[src/rtl/gcd_pkg.sv]
// gcd_pkg: shared types and defaults for the GCD job sequencer.
//   NBITS_DEF        default operand/result width
//   gcd_seq_state_t  sequencer FSM state encoding
//   gcd_pair_t       operand pair at the default width
package gcd_pkg;

  localparam int NBITS_DEF = 8;

  typedef enum logic [1:0] {
    IDLE  = 2'd0,
    ISSUE = 2'd1,
    WAIT  = 2'd2,
    OUT   = 2'd3
  } gcd_seq_state_t;

  typedef struct packed {
    logic [NBITS_DEF-1:0] x;
    logic [NBITS_DEF-1:0] y;
  } gcd_pair_t;

endpackage

[src/rtl/gcd_op_fifo.sv]
// gcd_op_fifo: operand-pair FIFO, DEPTH entries of W bits, valid/ready on both sides.
//   clk, rst        clock, asynchronous active-low reset
//   push_valid_i    write request; accepted when push_ready_o is high
//   push_ready_o    not full
//   push_data_i     write data
//   pop_ready_i     read request; honoured only when not empty
//   pop_data_o      head entry
//   count_o         number of stored entries
//   full_o/empty_o  occupancy flags
module gcd_op_fifo #(
  parameter int W     = 16,
  parameter int DEPTH = 4
) (
  input  logic                     clk,
  input  logic                     rst,
  input  logic                     push_valid_i,
  output logic                     push_ready_o,
  input  logic [W-1:0]             push_data_i,
  input  logic                     pop_ready_i,
  output logic [W-1:0]             pop_data_o,
  output logic [$clog2(DEPTH):0]   count_o,
  output logic                     full_o,
  output logic                     empty_o
);

  localparam int AW = $clog2(DEPTH);

  logic [W-1:0]  mem_q [DEPTH];
  logic [AW-1:0] wr_ptr_q;
  logic [AW-1:0] rd_ptr_q;
  logic [AW:0]   count_q;
  logic          push;
  logic          pop;

  assign full_o       = (count_q == (AW+1)'(DEPTH));
  assign empty_o      = (count_q == '0);
  assign push_ready_o = ~full_o;
  assign push         = push_valid_i & ~full_o;
  assign pop          = pop_ready_i & ~empty_o;
  assign pop_data_o   = mem_q[rd_ptr_q];
  assign count_o      = count_q;

  // Storage carries no reset; only pointers and count define validity.
  always_ff @(posedge clk) begin
    if (push) mem_q[wr_ptr_q] <= push_data_i;
  end

  // Pointers wrap naturally because DEPTH is a power of two.
  always_ff @(posedge clk or negedge rst) begin
    if (!rst) begin
      wr_ptr_q <= '0;
      rd_ptr_q <= '0;
      count_q  <= '0;
    end else begin
      if (push) wr_ptr_q <= wr_ptr_q + AW'(1);
      if (pop)  rd_ptr_q <= rd_ptr_q + AW'(1);
      case ({push, pop})
        2'b10:   count_q <= count_q + (AW+1)'(1);
        2'b01:   count_q <= count_q - (AW+1)'(1);
        default: count_q <= count_q;
      endcase
    end
  end

endmodule

[src/rtl/gcd_job_sequencer.sv]
// gcd_job_sequencer: buffers operand pairs, issues them one at a time to a GCD core,
// and returns tagged results. Zero operands bypass the core; a watchdog ends a stuck job.
//   clk, rst                       clock, asynchronous active-low reset
//   in_valid/in_ready/in_x/in_y    operand stream (in_ready = FIFO not full)
//   core_xi/core_yi/core_start     core request (registered; start is a one-cycle pulse)
//   core_rdy/core_xo               core handshake and result
//   out_valid/out_ready            result stream, held until accepted
//   out_gcd/out_x/out_y/out_err    result, echoed operands, timeout flag
//   busy                           job in flight or FIFO non-empty
//
// state | meaning
// IDLE  | waiting for a queued pair; pops it when bypassable or core ready
// ISSUE | core_start high for this cycle; timer and seen_low cleared
// WAIT  | core running; capture on rdy rising after a low, or time out
// OUT   | result presented until out_ready
module gcd_job_sequencer
  import gcd_pkg::*;
#(
  parameter int NBITS   = NBITS_DEF,
  parameter int DEPTH   = 4,
  parameter int TIMEOUT = 255
) (
  input  logic             clk,
  input  logic             rst,
  input  logic             in_valid,
  output logic             in_ready,
  input  logic [NBITS-1:0] in_x,
  input  logic [NBITS-1:0] in_y,
  output logic [NBITS-1:0] core_xi,
  output logic [NBITS-1:0] core_yi,
  output logic             core_start,
  input  logic             core_rdy,
  input  logic [NBITS-1:0] core_xo,
  output logic             out_valid,
  input  logic             out_ready,
  output logic [NBITS-1:0] out_gcd,
  output logic [NBITS-1:0] out_x,
  output logic [NBITS-1:0] out_y,
  output logic             out_err,
  output logic             busy
);

  localparam int TW = $clog2(TIMEOUT+1);

  gcd_seq_state_t          state_q;
  logic [NBITS-1:0]        core_xi_q, core_yi_q;
  logic                    core_start_q;
  logic                    seen_low_q;
  logic [TW-1:0]           timer_q;
  logic                    out_valid_q, out_err_q;
  logic [NBITS-1:0]        out_gcd_q, out_x_q, out_y_q;

  logic [2*NBITS-1:0]      head;
  logic [NBITS-1:0]        head_x, head_y;
  logic                    head_zero;
  logic                    fifo_pop;
  logic                    fifo_full, fifo_empty;
  logic [$clog2(DEPTH):0]  fifo_count;

  assign head_x    = head[2*NBITS-1:NBITS];
  assign head_y    = head[NBITS-1:0];
  assign head_zero = (head_x == '0) || (head_y == '0);
  // A non-bypass pair stays queued while the core is still busy.
  assign fifo_pop  = (state_q == IDLE) && !fifo_empty && (head_zero || core_rdy);

  gcd_op_fifo #(.W(2*NBITS), .DEPTH(DEPTH)) u_fifo (
    .clk          (clk),
    .rst          (rst),
    .push_valid_i (in_valid),
    .push_ready_o (in_ready),
    .push_data_i  ({in_x, in_y}),
    .pop_ready_i  (fifo_pop),
    .pop_data_o   (head),
    .count_o      (fifo_count),
    .full_o       (fifo_full),
    .empty_o      (fifo_empty)
  );

  always_ff @(posedge clk or negedge rst) begin
    if (!rst) begin
      state_q      <= IDLE;
      core_xi_q    <= '0;
      core_yi_q    <= '0;
      core_start_q <= 1'b0;
      seen_low_q   <= 1'b0;
      timer_q      <= '0;
      out_valid_q  <= 1'b0;
      out_err_q    <= 1'b0;
      out_gcd_q    <= '0;
      out_x_q      <= '0;
      out_y_q      <= '0;
    end else begin
      core_start_q <= 1'b0;
      case (state_q)
        IDLE: begin
          if (fifo_pop) begin
            if (head_zero) begin
              out_gcd_q   <= head_x | head_y;
              out_x_q     <= head_x;
              out_y_q     <= head_y;
              out_err_q   <= 1'b0;
              out_valid_q <= 1'b1;
              state_q     <= OUT;
            end else begin
              core_xi_q    <= head_x;
              core_yi_q    <= head_y;
              core_start_q <= 1'b1;
              state_q      <= ISSUE;
            end
          end
        end
        ISSUE: begin
          seen_low_q <= 1'b0;
          timer_q    <= '0;
          state_q    <= WAIT;
        end
        WAIT: begin
          timer_q <= timer_q + TW'(1);
          if (!core_rdy) seen_low_q <= 1'b1;
          // Capture is checked first so it wins over a coincident timeout.
          if (seen_low_q && core_rdy) begin
            out_gcd_q   <= core_xo;
            out_x_q     <= core_xi_q;
            out_y_q     <= core_yi_q;
            out_err_q   <= 1'b0;
            out_valid_q <= 1'b1;
            state_q     <= OUT;
          end else if (timer_q == TW'(TIMEOUT)) begin
            out_gcd_q   <= '0;
            out_x_q     <= core_xi_q;
            out_y_q     <= core_yi_q;
            out_err_q   <= 1'b1;
            out_valid_q <= 1'b1;
            state_q     <= OUT;
          end
        end
        OUT: begin
          if (out_ready) begin
            out_valid_q <= 1'b0;
            state_q     <= IDLE;
          end
        end
        default: state_q <= IDLE;
      endcase
    end
  end

  assign core_xi    = core_xi_q;
  assign core_yi    = core_yi_q;
  assign core_start = core_start_q;
  assign out_valid  = out_valid_q;
  assign out_gcd    = out_gcd_q;
  assign out_x      = out_x_q;
  assign out_y      = out_y_q;
  assign out_err    = out_err_q;
  assign busy       = (state_q != IDLE) || (fifo_count != '0) || fifo_full;

endmodule

[config.mk]
export PLATFORM = sky130hd
export DESIGN_NAME = gcd_job_sequencer
export DESIGN_NICKNAME = d
export VERILOG_FILES = /design/src/rtl/gcd_pkg.sv /design/src/rtl/gcd_op_fifo.sv /design/src/rtl/gcd_job_sequencer.sv
export SDC_FILE = /design/constraint.sdc
export NUM_CORES = 1
export LEC_CHECK = 0
export CORE_UTILIZATION = 51
export DETAILED_ROUTE_END_ITERATION = 7
export MAX_ROUTING_LAYER = met4
export PLACE_DENSITY = 0.82
export SYNTH_ARGS = -nofsm -noshare
export SYNTH_HDL_FRONTEND = slang
export SYNTH_SLANG_ARGS = --single-unit
export TNS_END_PERCENT = 50
[constraint.sdc]
create_clock -name clk -period 3.2 [get_ports clk]
set_input_delay 0.64 -clock clk [delete_from_list [all_inputs] [get_ports clk]]
set_output_delay 0.64 -clock clk [all_outputs]
set_load 0.02 [all_outputs]
== Word-level counts from Yosys, hierarchy flattened ==
Memory sizes are Yosys's and may differ from the RTL's.
Index checks and enable logic that the tools add are counted.

* Add/sub/neg operators: 5
* Equal/unequal tests: 12
* Muxes and demuxes: 40
* Bitwise operators: 6
* Reductions and logical operators: 23

{| class="wikitable"
|+ Operator list
! cell !! number
|-
| 8-bit two-way mux || 12
|-
| 8-bit one-hot mux with 2 select lines || 4
|-
| 8-bit zero test || 2
|-
| 1-bit two-way mux || 14
|-
| 2-bit two-way mux || 5
|-
| 8-bit by 1-bit adder with 8-bit output, second input constant || 1
|-
| 8-bit equality test, second input constant || 1
|-
| 8-bit OR || 1
|-
| 2-bit one-hot mux with 4 select lines || 1
|-
| 2-bit nonzero test || 4
|-
| 2-bit equality test, second input constant || 3
|-
| 2-bit inequality test, second input constant || 3
|-
| 3-bit one-hot mux with 2 select lines || 1
|-
| 3-bit AND reduction || 2
|-
| 3-bit nonzero test || 2
|-
| 5-bit AND reduction || 1
|-
| 2-bit by 1-bit adder with 2-bit output, second input constant || 2
|-
| 2-bit by 1-bit equality test with 1-bit output, second input constant || 2
|-
| 1-bit logical OR || 4
|-
| 1-bit one-hot mux with 2 select lines || 2
|-
| 4-bit AND reduction || 1
|-
| 3-bit by 1-bit adder with 3-bit output, second input constant || 1
|-
| 3-bit equality test, second input constant || 1
|-
| 1-bit logical AND || 3
|-
| 10 further kinds || 13
|}

* Register bits after elaboration: 61
* Bits in writable memories: 64
* Output and inout port bits: 45
* Word-level logic and storage cells: 101
* Memories: 1

{| class="wikitable"
|+ Memories
! name !! words !! width !! rd ports !! clocked after memory_dff !! write ports !! RTL line !! source
|-
| u_fifo.mem_q || 4 || 16 || 1 || 0 || 1 || gcd_op_fifo.sv:28 || <nowiki>logic [W-1:0] mem_q [DEPTH];</nowiki>
|}

== Longest topological paths before layout ==
Gate-level depths: netlist of run 1.
An unclocked memory read counts as a cell.

* Word-level depth: 8
* Depth in mapped cells: 12
* Mapped depth without buffers: 10

== Hierarchy ==
From an unflattened synthesis of run 1, not the netlist that was laid out.

* Cell total of the unflattened synthesis: 353
* Area, all modules: 5581.6 µm²

{| class="wikitable"
|+ Modules (own cells, without submodules)
! module !! times used !! cells an instance !! area each (µm²) !! seq. area each (µm²)
|-
| gcd_job_sequencer || 1 || 231 || 2800.2 || 1351.3
|-
| gcd_op_fifo || 1 || 122 || 2781.4 || 2097.0
|}

== Least setup slack after synthesis of run 1 ==
No wires, ideal clock.

* Kind: register to register
* From: register u_fifo.rd_ptr_q[1]
* To: register u_fifo.count_q[2], in the netlist u_fifo.count_o[2]
* Library setup time: 0.079 ns
* Data arrival time: 2.966 ns
* Path slack: 0.155 ns
* Stages on the path, launching flop included: 13
* Buffers on the path: 2
* Period minus slack after synthesis: 3.045 ns
* Path through: dfrtp_1 clkbuf_1 buf_2 mux4_2 nor4_1 nand2_2 a31oi_2 ha_1 inv_1 fa_1 xor2_1 nor2_1 xor2_1

* Cells in the longest elaborated chain, start to end: 8

{| class="wikitable"
|+ Ends and longest elaborated chain
! what !! RTL line !! source
|-
| start, declared || gcd_op_fifo.sv:30 || <nowiki>logic [AW-1:0] rd_ptr_q;</nowiki>
|-
| start signal, assigned || gcd_op_fifo.sv:56 || <nowiki>if (pop) rd_ptr_q <= rd_ptr_q + AW'(1);</nowiki>
|-
| memory read 4 x 16 bit (*) || - ||
|-
| 8-bit zero test || gcd_job_sequencer.sv:62 || <nowiki>assign head_zero = (head_x == '0) || (head_y == '0);</nowiki>
|-
| 1-bit logical OR (*) || gcd_job_sequencer.sv:62 ||
|-
| 1-bit logical OR (*) || gcd_job_sequencer.sv:64 || <nowiki>assign fifo_pop = (state_q == IDLE) && !fifo_empty && (head_zero || core_rdy);</nowiki>
|-
| 1-bit logical AND (*) || gcd_job_sequencer.sv:64 ||
|-
| 1-bit AND (*) || gcd_op_fifo.sv:39 || <nowiki>assign pop = pop_ready_i & ~empty_o;</nowiki>
|-
| net u_fifo.pop || gcd_op_fifo.sv:33 || <nowiki>logic pop;</nowiki>
|-
| 2-bit by 1-bit equality test with 1-bit output / 2-bit equality test (equally long branches) || gcd_op_fifo.sv:57 || <nowiki>case ({push, pop})</nowiki>
|-
| 3-bit one-hot mux with 2 select lines / 2-bit nonzero test (equally long branches) || - ||
|-
| end signal, assigned || gcd_op_fifo.sv:58 || <nowiki>2'b10: count_q <= count_q + (AW+1)'(1);</nowiki>
|-
| end signal, assigned || gcd_op_fifo.sv:59 || <nowiki>2'b01: count_q <= count_q - (AW+1)'(1);</nowiki>
|-
| end signal, assigned || gcd_op_fifo.sv:60 || <nowiki>default: count_q <= count_q;</nowiki>
|-
| end, declared || gcd_op_fifo.sv:31 || <nowiki>logic [AW:0] count_q;</nowiki>
|}

The timed path passes the listed nets; every way through them passes the cells marked *.
A chain may end at the register's enable or synchronous reset.

== Worst setup path in the final report of run 1 ==
* From: register u_fifo.rd_ptr_q[0]
* To: register u_fifo.count_q[2], in the netlist u_fifo.count_o[2]

The elaborated chain is that of the path after synthesis.

==> run_results.csv, run 1 <==
group,metric,value,unit
synthesis,syn_area_per_cell,12.0,um2
critical_path,crit_family,"adder cells",
critical_path,path_cells,"buf_12, mux4_2, nor4_2, nand2_2, a31oi_2, ha_1, inv_1, fa_1, xor2_1, nor2_1, xor2_1",
critical_path,worst_path_largest_cell_delay,0.56,ns
global_route,grt_pass1_wl,25700,um
critical_path,start_kind,"flop",
synthesis,syn_inst,508,
sta,skew,0.00939,ns
sta,rsz0062_at_grt,"false",
synthesis,synth_nets,548,
clock_network,insertion_delay,0.41,ns
power_and_ir_drop,fin_total_pwr,0.00833,W
power_and_ir_drop,power_density,1090,nW/um2
critical_path,cp.arrival,3.39,ns
route,post-route-drc-count,17,
synthesis,yosysTopAreaCellShare,0.315,
layout,final_cells,746,
synthesis,ys_async_sr_fraction,0.488,
power_and_ir_drop,p_leak,3.03,nW
floorplanning,core,11500,um2
synthesis,synth_seq_cells,125,
clock_network,cts_htree_levels,4,
sta,layout_min_cycle_time,3.05,ns
route,wl_per_cell,21.1,um
outcome,status,"finished, violations left",
critical_path,slowest_stage,"mux4_2",
hold_path,hold_class,"input pin to asynchronous set/reset pin",
sta,tightestPinTransition,0.756,ns
sta,fmax,328,MHz
layout,nNetsFinal,630,
critical_path,end_kind,"flop",
layout,antenna_cells,0,
layout,area_growth_syn_to_layout,25.8,%
critical_path,crit_path_frequent_cell,"xor2_1",
route,drt-vias-per-instance,6.44,
clock_network,cts-root-buf,"clkbuf_16",
critical_path,required,3.54,ns
synthesis,synth-edff-count,64,
synthesis,synth-main-ff-cell,"edfxtp_1",
floorplanning,fp.dieW,111,um
floorplanning,fp.dieH,111,um
route,routed_wl,15700,um
route,vias,4801,
clock_network,cts_sinks,125,
critical_path,critPathBufInv,2,
floorplanning,ios,74,
sta,finalMaxSlewViolations,0,
synthesis,synthTopCellsByArea,"edfxtp_1 (32%), dfrtp_1 (25%), mux4_2 (5.9%)",
clock_network,cts_tree,"yes",
synthesis,netlist_area,6100,um2
route,wl_met1,6160,um
sta,finalHoldViolations,0,
placement,hpwl,10500,um
route,top_layer,"met4",
sta,slew_headroom,0.495,
clock_network,cts_setup_buffers,0,
placement,dp_cells,714,
synthesis,yosysWarnings,0,
clock_network,numCtsBuffers,17,
sta,fin_crit_sh,0.953,
layout,regArea,3450,um2
floorplanning,die-area,12400,um2
synthesis,ys_seq_area_frac,0.566,
global_route,grt_start_max_net_pins,27,
placement,gp_congestion,0.867,
layout,multi_input_area,2430,um2
synthesis,ys_types,48,
global_route,antenna_found_initial,0,
power_and_ir_drop,ir_worst_vdd,0.485,mV
floorplanning,start_util,0.529,
placement,io_buffers,73,
floorplanning,rows,39,
route,route.met3.wl,1430,um
synthesis,yosys.area.top_type,"edfxtp_1",
route,drt_iter0_drc,565,
layout,drive_above_1_share,0.163,
global_route,grt_pass1_vias,4878,
critical_path,critPathMaxFanout,18,
route,met2RoutedLength,7750,um
flow_run,cap_violations,0,
outcome,failed_checks,"DRC",
layout,fillers,820,
clock_network,clk_pin_slew,0.06,ns
route,firstDrtPassIters,8,
critical_path,crit_type,"flop to flop",
clock_network,cts_buffer_depth,2,
route,antenna_left,0,
sta,finalSetupViolCount,0,
global_route,grt_overflow,0,
global_route,grt_usage,0.278,
[cells in the final DEF, fill, tap and decap left out, drive strengths merged, types with 2 or more instances in the layout]
cell type      synthesis  routed
bufinv                 0       3
xnor2                  5       5
clkbuf                22      18
nor4                   7       7
mux4                  16      16
a222oi                24      24
clkinv                 0       6
nand2                 75      75
and2                  27      27
o21ai                 18      18
ha                    10      10
a21oi                  3       3
nor2                   9       9
dfrtp                 61      61
o211ai                25      25
nor2b                  2       2
o22ai                  2       2
nor3                   4       4
edfxtp                64      64
xor2                   3       3
mux2                  16      16
nand3                 53      53
nor3b                  2       2
clkdlybuf4s50          0      72
nand4                  2       2
buf                   13      26
mux2i                  3       3
and3                   7       7
inv                   20      25
[power by group]
group          internal, W  total, W  switching (W)
Combinational      0.00167   0.00383        0.00216
Sequential         0.00217   0.00251       0.000341
Clock              0.00124   0.00200       0.000754
Total              0.00508   0.00833        0.00325
[state kept, by name, summed over array words and instances (netlist names)]
register,count
out_y,8
state_q,2
core_yi,8
u_fifo.count_o,3
out_err,1
u_fifo.mem_q,64
out_x,8
seen_low_q,1
out_valid,1
core_start,1
out_gcd,8
timer_q,8
core_xi,8
u_fifo.wr_ptr_q,2
u_fifo.rd_ptr_q,2
[synth_stat cells (9+ instances only)]
cell type and n:
a222oi_1 24, and2_1 27, clkbuf_1 22, dfrtp_1 61
edfxtp_1 64, ha_1 10, inv_1 20, mux2_4 9
mux4_2 16, nand2_1 73, nand3_1 53, nor2_1 9
o211ai_1 25, o21ai_0 18
[worst reg2reg max path, stage by stage (launching register included)]
cell and delay [ns]:
dfrtp_1 0.37, buf_12 0.19, mux4_2 0.57, nor4_2 0.36
nand2_2 0.12, a31oi_2 0.27, ha_1 0.23, inv_1 0.07
fa_1 0.39, xor2_1 0.16, nor2_1 0.11, xor2_1 0.15
[path summary, 6_finish.rpt]
| check | startpoint | to | slack (ns) | cells past startpoint |
|---|---|---|---|---|
| setup / recovery | u_fifo.rd_ptr_q[0] | u_fifo.count_o[2] | 0.15 | 11 |
| hold / removal | rst | out_y[7] | 0.20 | 1 |
| setup reg to reg | u_fifo.rd_ptr_q[0] | u_fifo.count_o[2] | 0.15 | 11 |
| hold reg to reg | u_fifo.count_o[2] | u_fifo.count_o[2] | 0.50 | 1 |
| max in group asynchronous | rst | u_fifo.rd_ptr_q[1] | 2.22 | 2 |
| min in group clk | u_fifo.count_o[2] | u_fifo.count_o[2] | 0.50 | 1 |
[repair_timing]
action                                  4_1_cts  5_1_grt
resized for setup                             1        5
hold buffers                                  0        0
cloned                                        0        0
endpoints found under the setup margin        1        1
[cell type report]
class / count / share of cell area
Timing Repair Buffer: 98 / 0.121
Tap cell: 143 / 0.0233
Multi-Input combinational cell: 328 / 0.317
Clock inverter: 14 / 0.0238
Sequential cell: 125 / 0.450
Clock buffer: 18 / 0.0559
Inverter: 20 / 0.00978
[stage by stage]
step / setup TNS (ns) / setup slack [ns] / instance area [um2] / hold slack, ns / utilization
global route: 0 / 0.0168 / 7670 / 0.221 / 0.666
CTS: 0 / 0.0417 / 7640 / 0.202 / 0.663
floorplan: 0 / 0.155 / 6100 / 0.344 / -
global placement: 0 / 0.185 / 7030 / 0.484 / 0.610
detailed placement: -0.0369 / -0.0369 / 7030 / 0.493 / 0.610
finish: 0 / 0.150 / 7670 / 0.197 / 0.666
[layer usage]
metal / GRT usage / vias to the layer above
li1: - / 2080
met1: 0.351 / 2383
met2: 0.433 / 304
met3: 0.0686 / 34
met4: 0.113 / 0
met5: - / -
[kinds of logic (layout without fill, tap and decap cells)]
kind of cell | after synthesis | count (layout) | share of synthesized area
multiplexers | 35 | 35 | 0.0991
AO/OA/AOI/OAI | 82 | 82 | 0.104
adder cells (fa/ha/maj) | 11 | 11 | 0.0238
AND/OR/NAND/NOR | 192 | 192 | 0.155
buffers and inverters | 55 | 150 | 0.0412
flip-flops | 125 | 125 | 0.566
XOR/XNOR | 8 | 8 | 0.0115
No activity file was read; power rests on OpenSTA's default activity.
==> run 2: changes to the inputs <==
--- a/config.mk
+++ b/config.mk
@@ -10,4 +10,5 @@
 export MAX_ROUTING_LAYER = met4
 export PLACE_DENSITY = 0.82
+export REMOVE_ABC_BUFFERS = 1
 export SYNTH_ARGS = -nofsm -noshare
 export SYNTH_HDL_FRONTEND = slang
==> constraint.sdc (replaced) <==
create_clock -name clk -period 3.2 [get_ports clk]
set_input_delay 0.32 -clock clk [delete_from_list [all_inputs] [get_ports clk]]
set_output_delay 0.32 -clock clk [all_outputs]
set_load 0.02 [all_outputs]
==> run 2 against run 1 <==
Against the previous run:
- the flow still finishes with violations (DRC)
- clock-buffer cell count is the same
- clock power shrank 11%
- first-iteration DRC count decreased by 0.88%
- combinational power up 2%
- register-to-register slack got worse by 0.04 ns
- utilization grew 0.17 points
- critical path type unchanged
- critical endpoint unchanged
- largest power group unchanged
==> run_results.csv, run 2 (synthesis gave the netlist of run 1 again) <==
group,metric,value,unit
outcome,status,"finished, violations left",
outcome,failed_checks,"DRC",
critical_path,worst_path_largest_cell_delay,0.48,ns
global_route,top_usage_layer,"met2",
critical_path,critPathBufInv,4,
layout,post-route-cell-area,7690,um2
sta,finalMaxSlewViolations,0,
floorplanning,core,11500,um2
global_route,use_met3,0.0604,
sta,layout_min_cycle_time,3.09,ns
sta,finalHoldViolations,0,
route,routed_wl,15500,um
critical_path,cp.arrival,3.43,ns
critical_path,path_cells,"buf_4, clkbuf_16, buf_4, mux4_2, nor4_2, nand2_2, a31oi_4, ha_4, inv_1, fa_1, xor2_1, nor2_1, xor2_1",
sta,fin_crit_sh,0.965,
global_route,antenna_found_initial,0,
clock_network,cts_sinks,125,
placement,dp_cells,708,
layout,top_register,"u_fifo.mem_q",
critical_path,slowest_stage,"mux4_2",
placement,dp_slack,-0.0813,ns
global_route,grt_start_max_net_pins,29,
global_route,use_met1,0.333,
sta,finalSetupViolCount,0,
sta,tightestPinTransition,0.828,ns
route,antenna_left,0,
floorplanning,rows,39,
global_route,grt_pass1_vias,4761,
clock_network,cts_buffer_depth,2,
floorplanning,ios,74,
layout,area_growth_syn_to_layout,26.2,%
clock_network,cts-root-buf,"clkbuf_16",
critical_path,start_kind,"flop",
floorplanning,fp.dieW,111,um
route,drt_iter0_drc,560,
sta,slew_headroom,0.448,
route,post-route-drc-count,10,
layout,nNetsFinal,634,
clock_network,insertion_delay,0.42,ns
power_and_ir_drop,power_density,1070,nW/um2
floorplanning,start_util,0.529,
layout,final_cells,750,
route,wl_per_cell,20.7,um
layout,largest_register_ffs,64,
global_route,grt_overflow,0,
critical_path,end_kind,"flop",
placement,postPlaceCellArea,6980,um2
sta,setup_slack,0.112,ns
clock_network,cts_tree,"yes",
critical_path,required,3.54,ns
power_and_ir_drop,p_leak,3.02,nW
placement,io_buffers,73,
route,drt-vias-per-instance,6.34,
critical_path,crit_family,"simple AND/OR/NAND/NOR gates",
clock_network,cts_htree_levels,4,
sta,fmax,324,MHz
layout,drive_above_1_share,0.168,
flow_run,cap_violations,0,
hold_path,hold_class,"input pin to asynchronous set/reset pin",
layout,antenna_cells,0,
power_and_ir_drop,ir_worst_vdd,0.460,mV
route,vias,4752,
layout,layout_commonest_cell,"nand2_1",
global_route,grt_pass1_wl,24300,um
clock_network,clk_pin_slew,0.06,ns
critical_path,critPathMaxFanout,8,
global_route,grt_usage,0.262,
critical_path,crit_type,"flop to flop",
route,firstDrtPassIters,8,
layout,utilization,0.668,
floorplanning,die-area,12400,um2
floorplanning,fp.dieH,111,um
clock_network,numCtsBuffers,17,
sta,skew,0.00829,ns
layout,mostFrequentLayoutCells,"nand2_1 (73), clkdlybuf4s50_1 (72), edfxtp_1 (64), dfrtp_1 (60), nand3_1 (53)",
placement,hpwl,10200,um
global_route,met2_usage,0.399,
placement,gp_congestion,0.844,
[run 2: worst paths after layout]
kind | slack, ns | startpoint | depth (start not counted) | endpoint
setup / recovery | 0.11 | u_fifo.rd_ptr_q[0] | 13 | u_fifo.count_o[2]
hold / removal | 0.40 | rst | 2 | out_y[2]
setup reg to reg | 0.11 | u_fifo.rd_ptr_q[0] | 13 | u_fifo.count_o[2]
hold reg to reg | 0.52 | u_fifo.count_o[0] | 1 | u_fifo.count_o[0]
max in group asynchronous | 2.02 | rst | 3 | u_fifo.rd_ptr_q[0]
min in group clk | 0.52 | u_fifo.count_o[0] | 1 | u_fifo.count_o[0]
[run 2: routing by layer]
layer | up-vias | part of all wire | wire, um
met5 | - | 0 | 0
met4 | 0 | 0.022 | 339
met3 | 30 | 0.088 | 1360
met2 | 260 | 0.49 | 7620
met1 | 2364 | 0.40 | 6210
li1 | 2098 | - | -
[run 2: metrics by stage]
stage	power, W	hold slack (ns)	TNS, ns
after floorplan	0.00480	0.0244	-0.583
after global placement	0.00598	0.274	0
after detailed placement	0.00615	0.279	-0.0813
after CTS	0.00798	0.382	0
after global routing	0.00860	0.425	-0.0205
final	0.00823	0.397	0
[run 2: report_power, final]
group	switching, W	internal, W
sequential	0.000343	0.00217
clock	0.000778	0.00102
combinational	0.00219	0.00173
total	0.00331	0.00492
[run 2: final cells by class]
class | instances | area [um2]
fillers | 815 | 3820
well taps | 143 | 179
flip-flops and latches | 125 | 3450
repair buffers | 102 | 976
clock inverters | 14 | 123
inverters | 20 | 75.1
clock buffers | 18 | 429
multi-input cells | 328 | 2460
[run 2: timing repair]
action,CTS,global route
endpoints found under the hold margin,17,0
gates cloned,0,1
pin swaps,0,3
setup buffers,0,8
setup endpoints to repair,1,1
hold buffers,1,0
gates resized for setup,3,7
==> run 3: changes to the inputs <==
CORE_UTILIZATION = 50   (was 51)
PLACE_DENSITY = 0.81   (was 0.82)
SYNTH_HIERARCHICAL = 1   (was unset)
==> run 3 against run 2 <==
Against the previous run:
- the run ends with setup timing left
- non-clock buffer count increased by 11
- largest power group unchanged
- global-route usage decreased by 4.0 points
- largest cell class unchanged
- sequential cell count unchanged
- highest routed layer unchanged
- power decreased by 2.2%
==> run_results.csv, run 3 <==
group,metric,value,unit
clock_network,cts_sinks,125,
sta,finalMaxSlewViolations,0,
floorplanning,start_util,0.515,
clock_network,cts-root-buf,"clkbuf_8",
synthesis,yosysWarnings,6,
power_and_ir_drop,ir_worst_vdd,0.502,mV
layout,layout_commonest_cell,"clkdlybuf4s50_1",
global_route,grt_pass1_wl,18300,um
global_route,grt_usage,0.222,
floorplanning,ios,74,
clock_network,cts_buffer_depth,2,
synthesis,netlist_area,5580,um2
clock_network,cts_tree,"yes",
synthesis,ys_async_sr_fraction,0.488,
floorplanning,rows,38,
layout,top_register,"u_fifo/mem_q",
synthesis,synthTopCellsByArea,"edfxtp_1 (34%), dfrtp_1 (27%), mux2_2 (7.3%)",
critical_path,start_kind,"flop",
layout,drive_above_1_share,0.322,
sta,fin_crit_sh,1.00,
clock_network,insertion_delay,0.52,ns
synthesis,yosysTopAreaCellShare,0.344,
critical_path,required,3.65,ns
synthesis,yosys.area.top_type,"edfxtp_1",
outcome,status,"finished, violations left",
sta,finalSetupViolCount,1,
floorplanning,die-area,11600,um2
clock_network,numCtsBuffers,17,
synthesis,syn_area_per_cell,15.8,um2
synthesis,synth-main-ff-cell,"edfxtp_1",
clock_network,cts_htree_levels,4,
placement,hpwl,7580,um
route,drt-vias-per-instance,5.37,
layout,largest_register_ffs,64,
synthesis,syn_inst,353,
route,post-route-drc-count,0,
sta,slew_headroom,0.409,
outcome,failed_checks,"setup timing",
sta,tightestPinTransition,0.886,ns
clock_network,clk_pin_slew,0.06,ns
placement,postPlaceCellArea,6620,um2
synthesis,ys_types,51,
sta,rsz0062_at_grt,"true",
synthesis,synth_common_cells,"edfxtp_1 (64), dfrtp_1 (61), mux2_2 (36), inv_1 (20), mux2_4 (20)",
global_route,grt_overflow,0,
critical_path,cp.arrival,3.66,ns
critical_path,end_kind,"flop",
route,vias,3348,
sta,whs,0.380,ns
flow_run,cap_violations,0,
placement,gp_congestion,0.793,
layout,area_growth_syn_to_layout,30.8,%
sta,skew,0.00763,ns
layout,utilization,0.673,
sta,finalHoldViolations,0,
global_route,antenna_found_initial,0,
critical_path,crit_type,"flop to flop",
synthesis,synth-edff-count,64,
route,antenna_left,0,
synthesis,synth_seq_cells,125,
hold_path,hold_class,"input pin to asynchronous set/reset pin",
power_and_ir_drop,power_density,1100,nW/um2
sta,layout_min_cycle_time,3.22,ns
layout,antenna_cells,0,
placement,dp_slack,-0.159,ns
synthesis,yosysMostFrequentCell,"edfxtp_1",
sta,setup_slack,-0.0158,ns
route,wl_per_cell,18.4,um
layout,post-route-cell-area,7300,um2
placement,io_buffers,73,
route,firstDrtPassIters,4,
floorplanning,core,10800,um2
route,routed_wl,11500,um
layout,regArea,3450,um2
synthesis,ys_seq_area_frac,0.618,
global_route,grt_start_max_net_pins,34,
layout,nNetsFinal,512,
critical_path,critPathMaxFanout,6,
layout,multi_input_area,1950,um2
layout,fillers,738,
sta,fin_setup_tns,-0.0158,ns
layout,mostFrequentLayoutCells,"clkdlybuf4s50_1 (72), edfxtp_1 (64), dfrtp_1 (60), mux2_2 (36), buf_4 (34)",
floorplanning,fp.dieW,108,um
floorplanning,fp.dieH,108,um
route,drt_iter0_drc,128,
sta,fmax,311,MHz
global_route,grt_pass1_vias,3497,
power_and_ir_drop,p_leak,2.87,nW
## run 3: worst paths after layout
kind	start	endpoint	slack, ns	depth (start not counted)
max reg2reg	u_fifo/rd_ptr_q[0]	u_fifo/count_o[2]	-0.02	13
max in group asynchronous	rst	timer_q[3]	1.90	3
min reg2reg	timer_q[4]	timer_q[4]	0.51	1
max	u_fifo/rd_ptr_q[0]	u_fifo/count_o[2]	-0.02	13
min in group clk	in_y[7]	u_fifo/mem_q[1][7]	0.43	1
min	rst	out_gcd[1]	0.38	2
## run 3: layout make-up
class | instances | share of cell area
Inverter | 20 | 0.0103
Clock buffer | 19 | 0.0578
Clock inverter | 13 | 0.0195
Multi-Input combinational cell | 194 | 0.267
Timing Repair Buffer | 113 | 0.149
Tap cell | 140 | 0.0240
Sequential cell | 125 | 0.473
## run 3: repair_timing
item                                    in CTS  in global routing
hold endpoints to repair                    28                  0
endpoints found under the setup margin       1                  2
pin swaps                                    8                  3
hold buffers                                 1                  0
gates resized for setup                     19                  0
setup buffers                                5                  4
cloned                                       1                  0
## run 3: metrics by stage
stage,power [W],instances
after floorplan,0.00461,339
after global placement,0.00593,581
after detailed placement,0.00605,581
after CTS,0.00804,620
after global routing,0.00847,624
final,0.00805,624
## run 3: worst max-delay path: stages (launching register included)
cell      delay (ns)
dfrtp_2         0.45
buf_16          0.16
mux4_2          0.52
or4_4           0.58
nor2_4          0.14
nor2_2          0.05
a21boi_1        0.12
o31a_1          0.17
ha_2            0.19
inv_2           0.04
fa_2            0.32
xor2_1          0.15
nor2_1          0.12
xor2_1          0.14
## run 3: report_power, final
part / leakage [nW] / total, W / switching, W / internal (W)
logic: 1.29 / 0.00366 / 0.00169 / 0.00197
clock network: 0.262 / 0.00182 / 0.000709 / 0.00111
registers: 1.32 / 0.00257 / 0.000325 / 0.00225
## run 3: kinds of logic (layout without fill, tap and decap cells)
kind of cell | after synthesis | after routing | share of synthesized area
xor gates and xnor gates | 8 | 8 | 0.0126
and+or+nand+nor | 63 | 63 | 0.0601
muxes | 75 | 75 | 0.202
adders and majority gates | 12 | 12 | 0.0282
buffers and inverters | 34 | 165 | 0.0347
AOI/OAI and AO/OA | 36 | 36 | 0.0446
DFF | 125 | 125 | 0.618
## run 3: layer usage
metal	GRT usage	share of wire	up-vias
li1	-	-	1547
met1	0.282	0.43	1697
met2	0.350	0.51	87
met3	0.0472	0.043	17
met4	0.0861	0.020	0
met5	-	0	-
